## config.mk

```make
export PLATFORM = sky130hd
export DESIGN_NAME = flash_id_reader
export DESIGN_NICKNAME = d
export VERILOG_FILES = /design/src/rtl/flash_id_reader.sv
export SDC_FILE = /design/constraint.sdc
export NUM_CORES = 1
export LEC_CHECK = 0
export BUFFER_PORTS_ARGS = -buffer_cell sky130_fd_sc_hd__buf_2
export CAP_MARGIN = 20
export CORE_MARGIN = 2
export CORE_UTILIZATION = 58
export DETAILED_ROUTE_END_ITERATION = 12
export GPL_TIMING_DRIVEN = 0
export HOLD_SLACK_MARGIN = 0.08
export PLACE_DENSITY = 0.9
export SLEW_MARGIN = 20
export SYNTH_ARGS = -nofsm -noshare
export SYNTH_HDL_FRONTEND = slang
export SYNTH_SLANG_ARGS = --single-unit
export TNS_END_PERCENT = 30
```

## constraint.sdc

```tcl
create_clock -name clk -period 3.28 [get_ports clk]
set_input_delay 0.984 -clock clk [delete_from_list [all_inputs] [get_ports clk]]
set_output_delay 0.984 -clock clk [all_outputs]
set_load 0.02 [all_outputs]
```

## src/rtl/flash_id_reader.sv

```systemverilog
// Reads the JEDEC ID (0x9F) from a SPI NOR flash when a key pulse arrives.
// Define FLASH_STATUS_RD_EN to add a status-register read (0x05) after the ID read.
module flash_id_reader #(
    parameter int CLK_DIV = 4
) (
    input  logic        clk,
    input  logic        reset_n,
    input  logic        key,
    output logic        spi_cs_n,
    output logic        spi_sck,
    output logic        spi_mosi,
    input  logic        spi_miso,
    output logic        busy,
    output logic        id_valid,
    output logic [23:0] jedec_id,
    output logic [7:0]  status
);

    typedef enum logic [2:0] {
        IDLE     = 3'd0,
        CS_SETUP = 3'd1,
        SHIFT    = 3'd2,
        CS_HOLD  = 3'd3,
        CS_GAP   = 3'd4
    } state_e;

    localparam logic [7:0] DIV_RELOAD = 8'(CLK_DIV - 1);
    localparam logic [7:0] OP_RDID    = 8'h9F;
    localparam logic [5:0] ID_SCKS    = 6'd32;
`ifdef FLASH_STATUS_RD_EN
    localparam logic [7:0] OP_RDSR    = 8'h05;
    localparam logic [5:0] SR_SCKS    = 6'd16;
`endif

    state_e      state_q, state_d;
    logic [7:0]  div_q, div_d;
    logic [5:0]  bit_q, bit_d;
    logic [30:0] tx_q, tx_d;
    logic [23:0] rx_q, rx_d;
    logic        cs_n_q, cs_n_d;
    logic        sck_q, sck_d;
    logic        mosi_q, mosi_d;
    logic        busy_q, busy_d;
    logic        id_valid_q, id_valid_d;
    logic [23:0] jedec_q, jedec_d;
    logic [5:0]  sck_target;
    logic        div_zero;

`ifdef FLASH_STATUS_RD_EN
    logic        phase_q, phase_d;
    logic [23:0] id_hold_q, id_hold_d;
    logic [7:0]  status_q, status_d;
    assign sck_target = phase_q ? SR_SCKS : ID_SCKS;
    assign status     = status_q;
`else
    assign sck_target = ID_SCKS;
    assign status     = 8'h00;
`endif

    assign div_zero = (div_q == 8'd0);

    always_comb begin
        state_d    = state_q;
        div_d      = div_q;
        bit_d      = bit_q;
        tx_d       = tx_q;
        rx_d       = rx_q;
        cs_n_d     = cs_n_q;
        sck_d      = sck_q;
        mosi_d     = mosi_q;
        busy_d     = busy_q;
        id_valid_d = 1'b0;
        jedec_d    = jedec_q;
`ifdef FLASH_STATUS_RD_EN
        phase_d    = phase_q;
        id_hold_d  = id_hold_q;
        status_d   = status_q;
`endif
        case (state_q)
            IDLE: begin
                if (key) begin
                    state_d = CS_SETUP;
                    cs_n_d  = 1'b0;
                    busy_d  = 1'b1;
                    div_d   = DIV_RELOAD;
                    bit_d   = 6'd0;
                    mosi_d  = OP_RDID[7];
                    tx_d    = {OP_RDID[6:0], 24'h0};
`ifdef FLASH_STATUS_RD_EN
                    phase_d = 1'b0;
`endif
                end
            end
            CS_SETUP: begin
                if (div_zero) begin
                    state_d = SHIFT;
                    div_d   = DIV_RELOAD;
                    sck_d   = 1'b1;
                    rx_d    = {rx_q[22:0], spi_miso};
                end else begin
                    div_d = div_q - 8'd1;
                end
            end
            SHIFT: begin
                if (!div_zero) begin
                    div_d = div_q - 8'd1;
                end else begin
                    div_d = DIV_RELOAD;
                    if (sck_q) begin
                        // Falling edge: the only place MOSI is allowed to move.
                        sck_d  = 1'b0;
                        bit_d  = bit_q + 6'd1;
                        mosi_d = tx_q[30];
                        tx_d   = {tx_q[29:0], 1'b0};
                    end else if (bit_q == sck_target) begin
                        state_d = CS_HOLD;
                    end else begin
                        sck_d = 1'b1;
                        rx_d  = {rx_q[22:0], spi_miso};
                    end
                end
            end
            CS_HOLD: begin
                if (div_zero) begin
                    state_d = CS_GAP;
                    div_d   = DIV_RELOAD;
                    cs_n_d  = 1'b1;
                    mosi_d  = 1'b0;
`ifdef FLASH_STATUS_RD_EN
                    if (phase_q) begin
                        jedec_d    = id_hold_q;
                        status_d   = rx_q[7:0];
                        id_valid_d = 1'b1;
                    end else begin
                        id_hold_d = rx_q;
                    end
`else
                    jedec_d    = rx_q;
                    id_valid_d = 1'b1;
`endif
                end else begin
                    div_d = div_q - 8'd1;
                end
            end
            CS_GAP: begin
                if (div_zero) begin
`ifdef FLASH_STATUS_RD_EN
                    if (!phase_q) begin
                        // Chain straight into the status read; busy stays high.
                        phase_d = 1'b1;
                        state_d = CS_SETUP;
                        cs_n_d  = 1'b0;
                        div_d   = DIV_RELOAD;
                        bit_d   = 6'd0;
                        mosi_d  = OP_RDSR[7];
                        tx_d    = {OP_RDSR[6:0], 24'h0};
                    end else begin
                        phase_d = 1'b0;
                        state_d = IDLE;
                        busy_d  = 1'b0;
                    end
`else
                    state_d = IDLE;
                    busy_d  = 1'b0;
`endif
                end else begin
                    div_d = div_q - 8'd1;
                end
            end
            default: begin
                state_d = IDLE;
                cs_n_d  = 1'b1;
                sck_d   = 1'b0;
                busy_d  = 1'b0;
            end
        endcase
    end

    always_ff @(posedge clk or negedge reset_n) begin
        if (!reset_n) begin
            state_q    <= IDLE;
            div_q      <= 8'd0;
            bit_q      <= 6'd0;
            tx_q       <= 31'd0;
            rx_q       <= 24'd0;
            cs_n_q     <= 1'b1;
            sck_q      <= 1'b0;
            mosi_q     <= 1'b0;
            busy_q     <= 1'b0;
            id_valid_q <= 1'b0;
            jedec_q    <= 24'd0;
        end else begin
            state_q    <= state_d;
            div_q      <= div_d;
            bit_q      <= bit_d;
            tx_q       <= tx_d;
            rx_q       <= rx_d;
            cs_n_q     <= cs_n_d;
            sck_q      <= sck_d;
            mosi_q     <= mosi_d;
            busy_q     <= busy_d;
            id_valid_q <= id_valid_d;
            jedec_q    <= jedec_d;
        end
    end

`ifdef FLASH_STATUS_RD_EN
    always_ff @(posedge clk or negedge reset_n) begin
        if (!reset_n) begin
            phase_q   <= 1'b0;
            id_hold_q <= 24'd0;
            status_q  <= 8'd0;
        end else begin
            phase_q   <= phase_d;
            id_hold_q <= id_hold_d;
            status_q  <= status_d;
        end
    end
`endif

    assign spi_cs_n = cs_n_q;
    assign spi_sck  = sck_q;
    assign spi_mosi = mosi_q;
    assign busy     = busy_q;
    assign id_valid = id_valid_q;
    assign jedec_id = jedec_q;

endmodule
```

==> results.txt, run 1 <==
- Outcome: complete, no violations
- Tracing the worst setup path back leads to its startpoint at div_q[3].
- From synthesis to final layout, the design area changed by 15.1%.
- Path type of the worst setup path: reg2reg
* Post-Synthesis Mean Instance Area: 12.2 um^2
- In this run the vertical extent of the chip is 81.5 um.
- Counting along the longest clock path gives a buffer depth of 2.
- Total placed instance area: 3790 um^2
* Clock-pin slew of the registers on the worst-case setup and hold paths: 80 ps
- After clock tree synthesis, the flow added hold-fix buffers numbering 0.
* FF-to-FF path depth: 5
- Required arrival time at the worst endpoint: 3530 ps
* Wire per inst: 15.2 um
* Largest net degree at the start of global routing: 53
* Inserted Clock Buffers: 9
- Of the synthesized area, sequential elements account for 0.554.
- For flop-to-flop paths, the worst setup slack is 570 ps.
- For this run, the leading register cell type out of synthesis is sky130_fd_sc_hd__dfrtp_1.
* Antenna viol nets, final: 0
* N_diodes: 0
* Via count of the first global-routing pass: 2295
* Post-CTS setup repair buffer count: 0
- Average via count per standard cell: 5.53
- Endpoints failing hold: 0
- Yosys mapped a number of flops with a built-in enable equal to 0.
- In this run the tightest slew margin relative to its limit is 0.536.
- Setup repair after global routing left no endpoint under its margin.
* Worst Path Arrival: 2960 ps
- Worst Skew: 7.31 ps
- Area of the core region: 5850 um^2
- Net count of the finished layout: 344
- Wire length of the first global-routing pass: 10700 um
- Origin of the worst min-delay path: tx_q[27]
* Synth async-reset ratio: 1.00
- The share of total power dissipated in the clock network is 0.286.
- # rows: 28
- Total power per unit cell area: 684 nW/um^2
- Combinational share of power: 0.257
- The count of pins over their slew limit came to 0.
- Of the total power, the share spent switching nets is 0.329.
- Kind of capture point of the worst setup path: flop
* TritonCTS clock tree: yes
* Hpwl dp: 4250 um
* # clock sinks: 77
* Net load switching power: 900 uW
- CTS H-tree lvls: 3
- DR pass1 iterations: 4
* Port Buffer Count: 32
* Portion of the clock cycle consumed by the worst path in the final layout: 0.827
* Number of failing setup endpoints in the final timing report: 0
- Synthesis produced a netlist whose cell count is 285.
* DRC violation count after routing: 0
- Leading cell type in the layout, fill and taps excluded: sky130_fd_sc_hd__dfrtp_1
* Synthesis-stage register bit count: 77
- Capture point of the critical path: rx_q[16]
* Total number of vias: 2297
* Global route overflow: 0
* Sequential power share: 0.457
- # IOs: 41
- The die is 81.5 um wide.
- Timing would allow up to 0.369 GHz.
- Reg-to-reg critical path endpoint: rx_q[16]
- Synthesis warning total: 0
* Total routing usage reported by global routing: 0.216
* Max capacitance violation total: 0
* Worst voltage drop across the vdd grid: 0.490 mV
* Leakage power summed over all cells: 0.00205 uW
- In this run, the number of DRC markers left after iteration 0 of detailed routing was 168.
- Leaving out fill and tap cells, the most frequent cells in the layout are 76 x sky130_fd_sc_hd__dfrtp_1, 34 x sky130_fd_sc_hd__buf_2, 31 x sky130_fd_sc_hd__mux2_2.
- For this configuration, the core starts out at a cell density of 0.595.
- At the later pin of the worst-skew pair, clock insertion delay measures 360 ps.
- Routed WL: 6320 um
- Summing all non-filler instances in the final layout gives an area of 4010 um^2.
- Final weighted congestion in routability-driven placement: 0.864
- Clock Root Buffer: sky130_fd_sc_hd__clkbuf_8
- Post-synth cell types: 43
- For this run, the share of the core covered by cells in the final layout is 0.685.
* Worst reg2reg path startpoint: div_q[3]
* Class of the worst hold path: reg2reg
- Setup_tns: 0 ps
* Die Outline Area: 6640 um^2
- Final critical delay including setup and external delays: 2710 ps
* Initial antenna violation count: 0
- Design internal power: 1840 uW
- Worst-Margin Slew: 690 ps
- The worst setup path is launched from a flop.
- Highest fanout seen on the critical path: 10
- The cell area that synthesis handed to floorplanning was 3480 um^2.
- In this run, post-CTS repair resized a total of 0 instances.
- Share of post-route cells with drive strength above 1: 0.335
-- worst min-delay path by stage --
stage | end | slack, ps | cells after the start
after floorplan | jedec_id[23] | 440 | 2
after global placement | jedec_id[23] | 450 | 2
after detailed placement | jedec_id[23] | 460 | 2
after CTS | tx_q[27] | 490 | 2
after global routing | tx_q[24] | 500 | 1
final | tx_q[27] | 490 | 2
-- cells by family (layout without fill, tap and decap cells) --
kind of cell             Yosys count  count (layout)  share of synthesized area
flip-flops                        77              77                      0.554
AND/OR/NAND/NOR                   77              77                      0.104
multiplexers                      49              49                      0.178
AO/OA/AOI/OAI                     41              41                     0.0748
buffers and inverters             25              73                     0.0467
XOR/XNOR                          11              11                     0.0277
adder cells (fa/ha/maj)            4               4                     0.0144
other                              1               8                    0.00108
-- cell type report --
type	instances	area, um^2
flip-flops and latches	77	1930
fillers	450	1850
multi-input cells	190	1420
repair buffers	33	190
clock buffers	11	141
plain buffers	19	140
well taps	75	93.8
clock inverters	4	72.6
inverters	6	22.5
-- worst max-delay path, cell delays in order (launching register included) --
cell and delay (ps):
sky130_fd_sc_hd__dfrtp_1 440, sky130_fd_sc_hd__or4_4 590, sky130_fd_sc_hd__nor3_2 550, sky130_fd_sc_hd__o211ai_1 410, sky130_fd_sc_hd__buf_2 320, sky130_fd_sc_hd__mux2_2 300
-- per-layer routing --
metal | vias to the layer above | track usage | routed length [um]
met5 | - | 0 | 0
met1 | 1131 | 0.276 | 2760
li1 | 1078 | - | -
met4 | 0 | 0.108 | 149
met3 | 13 | 0.0560 | 343
met2 | 75 | 0.343 | 3070
-- state kept, by name, summed over array words and instances (netlist names) --
signal and cells:
jedec_id 24, rx_q 24, div_q 8, tx_q 7, bit_q 6, state_q 3
busy 1, id_valid 1, spi_cs_n 1, spi_mosi 1, spi_sck 1
-- power groups by stage --
stage	Combinational (uW)	Sequential, uW	Clock [uW]
2_1_floorplan	496	1270	0
3_3_place_gp	658	1250	0
3_5_place_dp	699	1260	0
4_1_cts	703	1250	795
5_1_grt	792	1270	831
6_report	703	1250	785
-- through the flow --
stage | std cells | setup slack (ps) | power [uW] | hold WS (ps)
final | 415 | 569 | 2740 | 485
after global routing | 415 | 402 | 2900 | 504
after CTS | 415 | 604 | 2750 | 489
after detailed placement | 400 | 624 | 1960 | 463
after global placement | 399 | 643 | 1910 | 452
after floorplan | 292 | 830 | 1770 | 440
-- cell usage after synthesis (all sizes together) (2+ instances only) --
cell / number / area [um^2]
a211oi: 3 / 22.5
a21o: 2 / 15.0
a21oi: 9 / 45.0
a31oi: 2 / 12.5
and2: 2 / 12.5
buf: 14 / 121
clkbuf: 5 / 18.8
dfrtp: 76 / 1900
ha: 4 / 50.1
inv: 6 / 22.5
mux2: 49 / 619
nand2: 22 / 82.6
nand2b: 4 / 25.0
nand3: 5 / 25.0
nor2: 25 / 93.8
nor3: 8 / 45.0
nor4: 3 / 18.8
o211ai: 5 / 37.5
o21ai: 13 / 65.1
o22a: 2 / 17.5
or3: 2 / 12.5
or4: 2 / 18.8
xnor2: 5 / 43.8
xor2: 6 / 52.6
No activity file was read; power rests on OpenSTA's default activity.
==> run 2, diff against run 1 <==
- CORE_UTILIZATION: 58 -> 52
- PLACE_DENSITY: 0.9 -> 0.86
- clock period: 3.28 -> 2.22 ns (I/O delays scaled with it)
==> run 2 against run 1 <==
Against the previous run:
- the flow now finishes with violations (DRC, setup timing)
- highest routed layer unchanged
- sequential share of layout area decreased by 2.1 points
- final area increased by 4.6%
- flip-flop and latch count unchanged
- largest cell class unchanged
- clock skew increased by 7.3 ps
- combinational power rose by 76%
- die area up 11%
- largest power group unchanged
- critical endpoint is now jedec_id[11]
==> results.txt, run 2 (synthesis results as in run 1) <==
* Outcome: finished, violations left
- Violations in the final reports: DRC, setup timing
* Average via count per standard cell: 5.45 (-1.5%)
* Highest-count cells in the layout ignoring fill and taps: 74 x sky130_fd_sc_hd__dfrtp_1, 32 x sky130_fd_sc_hd__buf_2, 31 x sky130_fd_sc_hd__mux2_2
- TritonCTS built the clock tree.
* Area taken by flip-flops and latches: 1930 um^2 (+0.13%)
- Number of failing setup endpoints in the final timing report: 23 (+23)
- The total clock sinks was 77 (unchanged).
* Clock group share of total power: 0.228 (-0.058)
- The critical path in this run is classified as reg2reg.
- The share of cells above drive strength 1 is 0.406 (+0.0703).
- The worst max-slew margin expressed relative to the limit came to 0.565 (+0.0281).
* Number of buffers between clock root and the deepest sink: 2 (unchanged)
- Type of element launching the critical path: flop
- CTS H-tree lvls: 3 (unchanged)
- The number of input and output port buffers inserted is 32 (unchanged).
- The total core area is 6420 um^2 (+9.8%).
- The placed wire-length estimate after detailed placement came to 4380 um (+3.0%).
* Worst Path Arrival: 2620 ps (-340 ps)
- Cell type of the slowest stage on the worst timing path: sky130_fd_sc_hd__or4_4
- Setup repair after global routing could not meet its margin everywhere.
- The clock-pin slew on the worst setup and hold paths was 80 ps (about the same).
- The fraction of power spent switching nets was 0.358 (+0.0292).
- Most frequent CP cell: sky130_fd_sc_hd__or3_4
* Clock Root Buffer: sky130_fd_sc_hd__clkbuf_8
- The total area of multi-input combinational cells came to 1480 um^2 (+4.8%).
* Die height: 85.8 um (+5.3%)
* Number of filler cells placed in the layout: 473 (+5.1%)
- The slew of the pin with the lowest slew margin came to 648 ps (-41.9 ps).
* Buffers & Inverters on Critical Path: 1 (unchanged)
- Cell family with most CP delay: simple AND/OR/NAND/NOR gates
* # rows: 29 (+3.6%)
- Worst Hold Slack: 207 ps (-278 ps)
- Final max-slew violation count: 0 (unchanged)
* Crit-path max cell delay: 540 ps (-50 ps)
* Clk Latency, worst-skew pair: 360 ps (about the same)
- Kind of capture point of the worst setup path: flop
* Global route overflow: 0 (unchanged)
- DRC violation count after routing: 1 (+1)
- Count of routing violations after the opening detailed-route iteration: 182 (+8.3%)
* N_diodes: 0 (unchanged)
- The clock period minus worst slack is 2380 ps (-330 ps).
- DR pass1 iterations: 9 (+5)
* Worst Skew: 14.6 ps (+7.30 ps)
- The total power divided by cell area was 955 nW/um^2 (+40%).
- The via count of the first global-routing pass is 2434 (+6.1%).
- # IOs: 41 (unchanged)
- Combinational share of power: 0.309 (+0.052)
- The maximum VDD drop came to 0.626 mV (+28%).
- The signal on the critical path passes through or4_4 -> or3_4 -> or3_4 -> buf_12 -> mux2_4.
- Leading cell type in the layout, fill and taps excluded: sky130_fd_sc_hd__dfrtp_1
* Max capacitance violation total: 0 (unchanged)
* Final weighted congestion in routability-driven placement: 0.819 (-5.1%)
* Horizontal extent of the die: 85.8 um (+5.3%)
- Routed WL: 6830 um (+8.0%)
* Area overhead of the layout relative to synthesis: 20.3%
- Total routing usage reported by global routing: 0.205 (-0.0117)
- The final number of hold-violating endpoints was 0 (unchanged).
* Initial antenna violation count: 0 (unchanged)
- The clock buffer count from CTS was 9 (unchanged).
- The standby leakage power was 0.00214 uW (+4.2%).
- The final setup slack of the worst path came to -161 ps (-730 ps).
- Total placed instance area: 3790 um^2 (about the same)
- Net load switching power: 1430 uW (+59%)
* Class of the worst hold path: in2async
* Net count of the finished layout: 359 (+4.4%)
- The global-route wire length before repair came to 11600 um (+8.8%).
* Die Outline Area: 7360 um^2 (+11%)
* Post-route cell area: 4190 um^2 (+4.6%)
- Required arrival time at the worst endpoint: 2460 ps (-1070 ps)
- The internal power summed over all cells is 2570 uW (+40%).
- The critical-path maximum fanout was 6 (-4).
* Total number of vias: 2355 (+2.5%)
- The largest net degree at the start of global routing came to 52 (-1.9%).
- Reg-to-reg setup timing slack: -160 ps (-730 ps)
- Count of hold buffers inserted by post-cts repair: 0 (unchanged)
* Sequential power share: 0.462 (+0.005)
- Starting Density: 0.542 (-0.0530)
- Wire per inst: 15.8 um (+3.8%)
- The upper clock frequency limit is 0.420 GHz (+14%).
* Portion of the clock cycle consumed by the worst path in the final layout: 1.07 (+0.246)
- Antenna viol nets, final: 0 (unchanged)
==> run 2: power groups by stage <==
| stage | clock, uW | combinational [uW] | sequential, uW |
|---|---|---|---|
| after floorplan | 0 | 733 | 1880 |
| after global placement | 0 | 974 | 1860 |
| after detailed placement | 0 | 1030 | 1870 |
| after CTS | 933 | 1160 | 1830 |
| after global routing | 1000 | 1370 | 1880 |
| final | 912 | 1240 | 1850 |
==> run 2: area by class of cell <==
cell class / count / area share
tap: 77 / 0.0230
clock inverter: 6 / 0.00926
clock buffer: 9 / 0.0296
sequential: 77 / 0.461
multi-input combinational: 190 / 0.354
inverter: 6 / 0.00538
buffer: 17 / 0.0323
timing repair buffer: 50 / 0.0854
==> run 2: path summary, 6_finish.rpt <==
kind / startpoint / endpoint / depth (start not counted)
max reg2reg: div_q[2] / jedec_id[11] / 5
min in group clk: rx_q[23] / jedec_id[23] / 2
min: reset_n / jedec_id[4] / 1
min reg2reg: rx_q[23] / jedec_id[23] / 2
max: div_q[2] / jedec_id[11] / 5
max in group asynchronous: reset_n / div_q[5] / 2
==> run 2: worst register-to-register path, delay by kind of cell (launching register included) <==
family | cells | cell delay [ps]
flip-flops | 1 | 410
AND/OR/NAND/NOR | 3 | 1380
multiplexers | 1 | 290
buffers and inverters | 1 | 180
==> run 2: per-layer routing <==
metal / wire length, um / up-vias / track usage
met5: 0 / - / 0
met3: 336 / 11 / 0.0568
met1: 2980 / 1175 / 0.262
met2: 3410 / 60 / 0.335
li1: - / 1109 / -
met4: 101 / 0 / 0.0736
==> run 2: per-stage QoR <==
stage / power, uW / instances / TNS, ps / setup slack (ps) / util
5_1_grt: 4250 / 432 / -4590 / -197 / 0.652
6_report: 4000 / 432 / -3400 / -161 / 0.652
2_1_floorplan: 2610 / 292 / -5300 / -223 / -
3_3_place_gp: 2830 / 401 / -17020 / -398 / 0.586
3_5_place_dp: 2900 / 402 / -18960 / -441 / 0.591
4_1_cts: 3920 / 431 / -5050 / -220 / 0.645
==> run 2: what timing repair did <==
item | CTS | global route
cloned | 2 | 0
setup endpoints to repair | 64 | 64
buffers inserted | 12 | 3
gates resized for setup | 13 | 15
pin swaps | 5 | 5
